File: config.mk
export PLATFORM = sky130hd
export DESIGN_NAME = jtag_1149_d10_mstr_mc_status
export DESIGN_NICKNAME = d
export VERILOG_FILES = /design/src/rtl/jtag_1149_d10_mstr_mc_status.sv
export SDC_FILE = /design/constraint.sdc
export NUM_CORES = 1
export LEC_CHECK = 0
export ABC_CLOCK_PERIOD_IN_PS = 2700
export BUFFER_PORTS_ARGS = -buffer_cell sky130_fd_sc_hd__buf_2
export CAP_MARGIN = 5
export CORE_ASPECT_RATIO = 1.4
export CORE_MARGIN = 2
export CORE_UTILIZATION = 40
export CTS_CLUSTER_SIZE = 24
export DETAILED_ROUTE_END_ITERATION = 6
export PLACE_DENSITY_LB_ADDON = 0.3
export SLEW_MARGIN = 10
export SYNTH_ARGS = -nofsm -noshare
export SYNTH_HDL_FRONTEND = slang
export SYNTH_SLANG_ARGS = --single-unit
export TNS_END_PERCENT = 30
File: constraint.sdc
create_clock -name clk -period 2.7 [get_ports clk]
set_input_delay 0.405 -clock clk [delete_from_list [all_inputs] [get_ports clk]]
set_output_delay 0.405 -clock clk [all_outputs]
set_load 0.03 [all_outputs]
File: src/rtl/jtag_1149_d10_mstr_mc_status.sv
// ----------------------------------------------------------------------------
// jtag_1149_d10_mstr_mc_status
// Status collector for the master PEDDA channels. Each channel reports seven
// error levels. Every level is registered once (err_q) before use. Each level
// then sets a sticky bit. Each rising edge on any source counts as one event
// in a saturating per-channel counter. The first error seen is captured.
// A two-state clear FSM lets software clear one channel at a time.
//
// State table (clear FSM):
//   state   | meaning
//   ST_IDLE | waiting for clr_req; a request performs the clear at this edge
//   ST_ACK  | clr_ack high for this one cycle; clr_req is not sampled here
//
// Ports:
//   clk, rst_n            clock; asynchronous active-low reset
//   mstr_err_in           7 error levels per channel, channel c at [7c+6:7c]
//   irq_mask              per-source interrupt enable, shared by all channels
//   clr_req/clr_ch/clr_cnt   clear request, target channel, also clear counter
//   clr_ack               one-cycle clear acknowledge
//   dbg_ch_sel/dbg_mux_sel   debug channel and field select
//   dbg_mux_out           registered debug word
//   pedda_mst_status_out  per-channel OR of the sticky bits
//   mstr_irq              registered interrupt level
// ----------------------------------------------------------------------------
module jtag_1149_d10_mstr_mc_status #(
   parameter int NUM_CH         = 4,
   parameter int CH_IDX_WIDTH   = 2,
   parameter int ERR_CNTR_WIDTH = 16,
   parameter int DBG_OUT_WIDTH  = 16
) (
   input  logic                      clk,
   input  logic                      rst_n,
   input  logic [7*NUM_CH-1:0]       mstr_err_in,
   input  logic [6:0]                irq_mask,
   input  logic                      clr_req,
   input  logic [CH_IDX_WIDTH-1:0]   clr_ch,
   input  logic                      clr_cnt,
   output logic                      clr_ack,
   input  logic [CH_IDX_WIDTH-1:0]   dbg_ch_sel,
   input  logic [1:0]                dbg_mux_sel,
   output logic [DBG_OUT_WIDTH-1:0]  dbg_mux_out,
   output logic [NUM_CH-1:0]         pedda_mst_status_out,
   output logic                      mstr_irq
);

   localparam int CW = (ERR_CNTR_WIDTH > DBG_OUT_WIDTH) ? ERR_CNTR_WIDTH : DBG_OUT_WIDTH;
   localparam logic [ERR_CNTR_WIDTH-1:0] CNT_MAX = '1;

   typedef enum logic {ST_IDLE = 1'b0, ST_ACK = 1'b1} clr_state_t;

   clr_state_t                 state, state_nxt;
   logic                       clr_fire;

   logic [7*NUM_CH-1:0]        err_q, err_qq;
   logic [6:0]                 err_ch   [NUM_CH];
   logic [6:0]                 new_set  [NUM_CH];
   logic [NUM_CH-1:0]          rise;
   logic [NUM_CH-1:0]          clr_sel;
   logic [6:0]                 sticky   [NUM_CH];
   logic [ERR_CNTR_WIDTH-1:0]  cnt      [NUM_CH];

   logic                       first_vld;
   logic [3:0]                 first_ch;
   logic [2:0]                 first_src;
   logic                       set_any, sticky_any, first_rearm;
   logic [3:0]                 cap_ch;
   logic [2:0]                 cap_src;
   logic                       irq_nxt;
   logic [DBG_OUT_WIDTH-1:0]   dbg_nxt;
   logic [CW-1:0]              cnt_w;

   // Clear FSM
   always_ff @(posedge clk or negedge rst_n) begin
      if (!rst_n) state <= ST_IDLE;
      else        state <= state_nxt;
   end

   always_comb begin
      state_nxt = state;
      clr_fire  = 1'b0;
      clr_ack   = 1'b0;
      case (state)
         ST_IDLE: begin
            if (clr_req) begin
               clr_fire  = 1'b1;
               state_nxt = ST_ACK;
            end
         end
         ST_ACK: begin
            clr_ack   = 1'b1;
            state_nxt = ST_IDLE;
         end
         default: state_nxt = ST_IDLE;
      endcase
   end

   // Per-channel decode. An out-of-range clr_ch matches no channel, so the
   // request is still acknowledged but changes nothing.
   always_comb begin
      set_any    = 1'b0;
      sticky_any = 1'b0;
      cap_ch     = '0;
      cap_src    = '0;
      irq_nxt    = 1'b0;
      for (int c = 0; c < NUM_CH; c++) begin
         err_ch[c]               = err_q[7*c +: 7];
         new_set[c]              = err_ch[c] & ~sticky[c];
         rise[c]                 = |(err_ch[c] & ~err_qq[7*c +: 7]);
         clr_sel[c]              = clr_fire && (clr_ch == CH_IDX_WIDTH'(c));
         pedda_mst_status_out[c] = |sticky[c];
         sticky_any              = sticky_any | (|sticky[c]);
         irq_nxt                 = irq_nxt | (|(sticky[c] & irq_mask));
      end
      // Scan from the top down so the lowest channel and source win.
      for (int c = NUM_CH - 1; c >= 0; c--) begin
         if (|new_set[c]) begin
            set_any = 1'b1;
            cap_ch  = 4'(c);
            for (int s = 6; s >= 0; s--) begin
               if (new_set[c][s]) cap_src = 3'(s);
            end
         end
      end
   end

   // The sticky register is already post-clear in the ACK cycle.
   assign first_rearm = clr_ack && !sticky_any;

   always_ff @(posedge clk or negedge rst_n) begin
      if (!rst_n) begin
         err_q  <= '0;
         err_qq <= '0;
      end else begin
         err_q  <= mstr_err_in;
         err_qq <= err_q;
      end
   end

   // A set in the same cycle as a clear wins. A clear together with an event
   // leaves the counter at 1.
   always_ff @(posedge clk or negedge rst_n) begin
      if (!rst_n) begin
         for (int c = 0; c < NUM_CH; c++) begin
            sticky[c] <= '0;
            cnt[c]    <= '0;
         end
      end else begin
         for (int c = 0; c < NUM_CH; c++) begin
            sticky[c] <= (clr_sel[c] ? 7'h00 : sticky[c]) | err_ch[c];
            if (clr_sel[c] && clr_cnt)
               cnt[c] <= rise[c] ? ERR_CNTR_WIDTH'(1) : '0;
            else if (rise[c] && (cnt[c] != CNT_MAX))
               cnt[c] <= cnt[c] + ERR_CNTR_WIDTH'(1);
         end
      end
   end

   always_ff @(posedge clk or negedge rst_n) begin
      if (!rst_n) begin
         first_vld <= 1'b0;
         first_ch  <= '0;
         first_src <= '0;
      end else if (!first_vld || first_rearm) begin
         if (set_any) begin
            first_vld <= 1'b1;
            first_ch  <= cap_ch;
            first_src <= cap_src;
         end else if (first_rearm) begin
            first_vld <= 1'b0;
            first_ch  <= '0;
            first_src <= '0;
         end
      end
   end

   always_comb begin
      dbg_nxt = '0;
      cnt_w   = '0;
      if (dbg_mux_sel == 2'd3) begin
         dbg_nxt[7:0] = {first_vld, first_ch, first_src};
      end else begin
         for (int c = 0; c < NUM_CH; c++) begin
            if (dbg_ch_sel == CH_IDX_WIDTH'(c)) begin
               case (dbg_mux_sel)
                  2'd0: dbg_nxt = DBG_OUT_WIDTH'(sticky[c]);
                  2'd1: begin
                     cnt_w   = CW'(cnt[c]);
                     dbg_nxt = cnt_w[DBG_OUT_WIDTH-1:0];
                  end
                  default: dbg_nxt = DBG_OUT_WIDTH'(err_ch[c]);
               endcase
            end
         end
      end
   end

   always_ff @(posedge clk or negedge rst_n) begin
      if (!rst_n) begin
         dbg_mux_out <= '0;
         mstr_irq    <= 1'b0;
      end else begin
         dbg_mux_out <= dbg_nxt;
         mstr_irq    <= irq_nxt;
      end
   end

endmodule

== Word-level counts from Yosys, hierarchy flattened ==
Cells that the tools add are included.
Word-level totals
  flip-flop bits (word level): 174
  input port bits: 45
  output and inout bits: 22
  logic and storage cells: 180
Cells by class
  $add $sub $neg: 4
  equality and inequality tests: 12
  multiplexer cells: 76
  bitwise logic cells: 31
  reductions and logical operators: 41
Operators by type and width (number)
  $mux W16: 12
  $pmux W16 S2: 4
  $reduce_or A7 Y1: 16
  $mux W3: 34
  $and A7 B7 Y7: 12
  $add A16 B1 Y16 const B: 4
  $ne A16 B16 Y1 const B: 4
  $not A7 Y7: 8
  $mux W7: 4
  $or A7 B7 Y7: 4
  $mux W4: 5
  $mux W8: 2
  $logic_and A1 B1 Y1: 13
  $mux W1: 13
  $eq A2 B2 Y1 const B: 5
  $reduce_bool A2 Y1: 5
  $eq A2 B1 Y1 const B: 3
  $logic_not A2 Y1: 3
  $or A1 B1 Y1: 6
  $logic_not A1 Y1: 2
  $mux W2: 1
  $pmux W1 S2: 1
  $reduce_and A2 Y1: 1
  $logic_or A1 B1 Y1: 1
  $not A1 Y1: 1

== Logic depth before layout (Yosys ltp) ==
  depth in word-level cells: 35
  depth in mapped cells: 9
  gate-level depth less buffers: 7

== Worst setup path before layout ==
OpenSTA, ideal clock, no wires.
  path kind: register to register
  start point: register sticky[2] (netlist bit)
  end point: register first_ch[0]
  setup time: 0.125 ns
  data arrival time: 2.339 ns
  required time: 2.575 ns
  path slack: 0.236 ns
  cell stages (with the launch flop): 6
  path buffers: 0
  period minus slack after synthesis: 2.464 ns
  cells stage by stage: dfrtp_1 or4_1 or4_4 or4_4 o21a_4 mux2_4
On the way
  elaborated cells on any way between the ends: 19
  those cells by class: 9 x mux; 3 x bitwise; 7 x reduce/logical
RTL lines
  start, declared: RTL line 59  | logic [6:0] sticky [NUM_CH];
  start signal, assigned by index: RTL line 149  | sticky[c] <= (clr_sel[c] ? 7'h00 : sticky[c]) | err_ch[c];
  $reduce_or A7 Y1 (*)
  named net pedda_mst_status_out[3]: RTL line 42  | output logic [NUM_CH-1:0] pedda_mst_status_out,
  $or A1 B1 Y1 (*): RTL line 111  | sticky_any = sticky_any | (|sticky[c]);
  $logic_not A1 Y1 (*): RTL line 127  | assign first_rearm = clr_ack && !sticky_any;
  $logic_and A1 B1 Y1 (*): RTL line 127
  $reduce_bool A2 Y1 (no source line) or $logic_or A1 B1 Y1 (tied branches)
  $reduce_and A2 Y1 (no source line) (*)
  end signal, assigned: RTL line 166  | first_ch <= cap_ch;
  end, declared: RTL line 63  | logic [3:0] first_ch;
Mark *: on every way through the listed nets, which the timed path passes. The rest lies on a longest branch.
A chain may end at the register's enable or synchronous reset.

== Final worst setup path ==
  start point: register sticky[0] (netlist bit)
  end point: register first_src[2]
On the way
  cells in the longest elaborated chain, start to end: 29
  elaborated cells on any way between the ends: 41
  those cells by class: 31 x mux; 3 x bitwise; 7 x reduce/logical
Ends and longest elaborated chain
  $not A7 Y7: RTL line 107  | new_set[c] = err_ch[c] & ~sticky[c];
  $and A7 B7 Y7: RTL line 107
  $reduce_or A7 Y1 or $mux W3 (tied branches): RTL line 116, 120
  $mux W3: RTL line 116  | if (|new_set[c]) begin
  $mux W3 (7 in a row): RTL line 120  | if (new_set[c][s]) cap_src = 3'(s);
  $mux W3: RTL line 116
  $mux W3 (7 in a row): RTL line 120
  $mux W3: RTL line 116
  $mux W3 (7 in a row): RTL line 120
  $mux W3: RTL line 116
  $mux W3: RTL line 164  | if (set_any) begin
  end signal, assigned: RTL line 167  | first_src <= cap_src;
  end, declared: RTL line 64  | logic [2:0] first_src;
Several ways; a longest one is shown, not always the timed one.

==> results by group <==
Critical path
  – CP Launch Type: register
  – Arrival @ worst endpoint: between 2 and 3 ns
  – R2R depth: 5
  – Reg2reg end: first_src[2]$_DFFE_PN0P_
  – Setup crit start: sticky[0]$_DFF_PN0_
  – Crit path max fanout: 5
  – Critical Path End Type: register
  – Req. time, crit path: 3.03 ns
  – Crit path capture: first_src[2]$_DFFE_PN0P_
  – WS Path Type: register to register
  – RR Startpoint: sticky[0]$_DFF_PN0_
  – R2R setup slack: ~0.25 ns

Drt
  – DRC: 0
  – Drt via density: about 5.6
  – WL final: about 23000 um
  – DR pass1 iterations: 5
  – DRT antenna net count: 0
  – DR vias: 6698
  – Routed len/inst: around 19 um
  – Initial DRC count: a little under 500

Synth
  – Top_reg_cell synth: dfrtp_1
  – Simple-gate share of the synthesized area: between 20% and 30%
  – Async S/R FF share, synth: 100%
  – Syn nets: between 800 and 900
  – Syn Std Cell Area: 8460 um2
  – Seq/Total Area, Yosys: between 50 and 60%
  – Dominant cells by area after synthesis: dfrtp_1, mux4_2, nor2_1
  – Area leader, netlist: dfrtp_1
  – Synth top area share: 50.9%
  – Post-synth EDFFs: 0
  – Post-Synth Adder-Cell Area: less than 1%
  – Synth unique cells: 67
  – Compound-Gate Fraction of Synth Area: 10.4%
  – Avg Inst Size Synth: slightly above 10 um2
  – YS warnings: 0
  – Largest family of logic cells by synthesized area: simple AND/OR/NAND/NOR gates
  – XOR/XNOR share of the synthesized area: 4.04%
  – Post-synthesis cell count: about 830
  – Post-synthesis mux area share: 8.55%
  – Flops & latches, synth: around 170

Placed design
  – PortBufs: between 60 and 70
  – Routability-driven placement congestion ratio: about 0.92
  – Cell Area, Placed: 9310 um2
  – DP Wirelength: roughly 17000 um

Final layout
  – Post-layout util: between 40% and 50%
  – N_diodes: 0
  – Finished Cell Area: slightly below 10000 um2
  – Area delta synth->final: 16.9%
  – Share of cells above drive strength 1: ~18%
  – # nets final: slightly below 1000

Power
  – Seq pwr share: between 40% and 50%
  – Leak: about 4.3 nW
  – Comb pwr share: 19.5%
  – Internal power: around 4.8 mW
  – Peak supply drop: between 0.5 and 0.6 mV
  – Power per cell area: about 730 nW/um2
  – Switching power: between 2 and 2.5 mW
  – Clock share of power: roughly 33%
  – Pwr Total: between 7 and 8 mW
  – Switching Share: roughly 33%

CTS
  – Cts bufs inserted: 17
  – CTS Sinks: between 150 and 200
  – CTS tree: built
  – Hold_buf cts: 1
  – Worst-path clk slew: roughly 0.070 ns
  – CTS root buf: clkbuf_16
  – Post-CTS Setup Repair Bufs: 0
  – Clock latency at the later pin of the worst-skew pair: between 0.4 and 0.5 ns
  – CTS max path bufs: 2
  – H-tree depth: 4
  – CTS resizes: 0

STA
  – Final setup fails: 0
  – Max Fclk: 0.409 GHz
  – Slew Limit Headroom: a little over half
  – Fin crit share: 90.6%
  – Final hold vios: 0
  – Tmin final: 2.45 ns
  – Setup TNS: 0 ns
  – Slew at the pin with the worst max-slew slack: 0.700 ns
  – Slew Limit Fails: 0
  – Clock Skew: approximately 0.0065 ns
  – Unrepaired setup endpoints after global routing: false

Floorplanning
  – Die footprint: 22300 um2
  – Starting Density: approximately two fifths
  – DIE WIDTH: approximately 130 um
  – Site row count: between 60 and 70
  – Die H: approximately 180 um
  – Core area: ~21000 um2
  – IO Count: 67

Global route
  – Grt ovf: 0
  – Initial antenna violation count: 0
  – First-pass GRT wire length: about 37000 um
  – Vias in the first global route: around 6700
  – GRT Total Usage: between 20% and 30%
  – Pin count of the biggest net entering global routing: 69

Outcome
  – Status: complete, no violations

Min path
  – Hold path depth: 1
  – Hold Crit Class: input port to register

Job
  – Max-cap violation count: 0
==> how the worst min path moves through the flow <==
| stage | start | endpoint |
|---|---|---|
| finish | mstr_err_in[26] | err_q[26]$_DFF_PN0_ |
| global route | mstr_err_in[24] | err_q[24]$_DFF_PN0_ |
| CTS | mstr_err_in[24] | err_q[24]$_DFF_PN0_ |
| detailed placement | err_q[6]$_DFF_PN0_ | err_qq[6]$_DFF_PN0_ |
| global placement | err_q[15]$_DFF_PN0_ | err_qq[15]$_DFF_PN0_ |
| floorplan | rst_n | cnt[0]$_DFFE_PN0P_ |
==> cells by family after synthesis <==
family,after synthesis
compound gates,132
xor+xnor,39
fa+ha+maj,4
buf+inv,62
flops,172
mux,50
simple gates,372
==> critical path: stages (launching register included) <==
cell and delay [ns]:
dfrtp_1 0.43, or4_1 0.49, or4_4 0.43, or4_4 0.52
o21a_4 0.17, mux2_4 0.29
==> cells in the mapped netlist, types with 9 or more instances <==
cell type	count
nor4_1	21
mux4_2	16
nor3_1	21
nor2_1	87
inv_1	31
a21o_1	15
and3_1	9
mux2i_1	25
nand2_1	82
xnor2_1	31
nand3_1	30
nand2b_1	24
a21oi_1	39
nand4_1	24
o21ai_0	19
clkbuf_1	26
dfrtp_1	172
nor2b_1	31
==> routing by layer <==
metal / track usage, % / vias to the layer above / share of wire (%)
li1: - / 3166 / -
met1: 27.2 / 3302 / 42
met2: 35.1 / 176 / 50
met3: 4.06 / 54 / 4.4
met4: 11.2 / 0 / 4.2
met5: 0 / - / 0
==> per-stage QoR <==
step,instances,worst slack [ns],hold slack (ns)
after floorplan,831,0.236,0.109
after global placement,1160,0.297,0.419
after detailed placement,1160,0.287,0.426
after CTS,1193,0.266,0.0399
after global routing,1193,0.219,0.0381
final,1193,0.254,0.0575
==> flip-flops by register name, summed over array words and instances (netlist names), 2 cells and up <==
register	cells
dbg_mux_out	16
err_q	28
first_ch	2
sticky	28
cnt	64
first_src	3
err_qq	28
==> layout make-up <==
type,count,area (um2)
clock buffer,17,425
clock inverter,15,150
fill,1969,11100
inverter,32,120
multi-input combinational,597,3930
sequential,172,4300
tap,260,325
timing repair buffer,100,632
==> cells in the final DEF (no fill, tap or decap), drive strengths merged, types with 22 or more instances in the layout <==
master / instances
buf: 99
nor4: 23
xnor2: 31
dfrtp: 172
nor2: 87
nand2b: 25
mux2i: 25
a21oi: 39
nand2: 82
nor2b: 31
o21ai: 22
inv: 40
nand3: 30
nand4: 24
==> power groups by stage <==
stage          logic [mW]  registers (mW)  clock network, mW
3_3_place_gp         1.39            3.48                  0
6_report             1.41            3.45               2.39
5_1_grt              1.59            3.50               2.56
2_1_floorplan       0.979            3.35                  0
4_1_cts              1.42            3.44               2.45
3_5_place_dp         1.41            3.48                  0
Power figures use the tool's default switching activity.
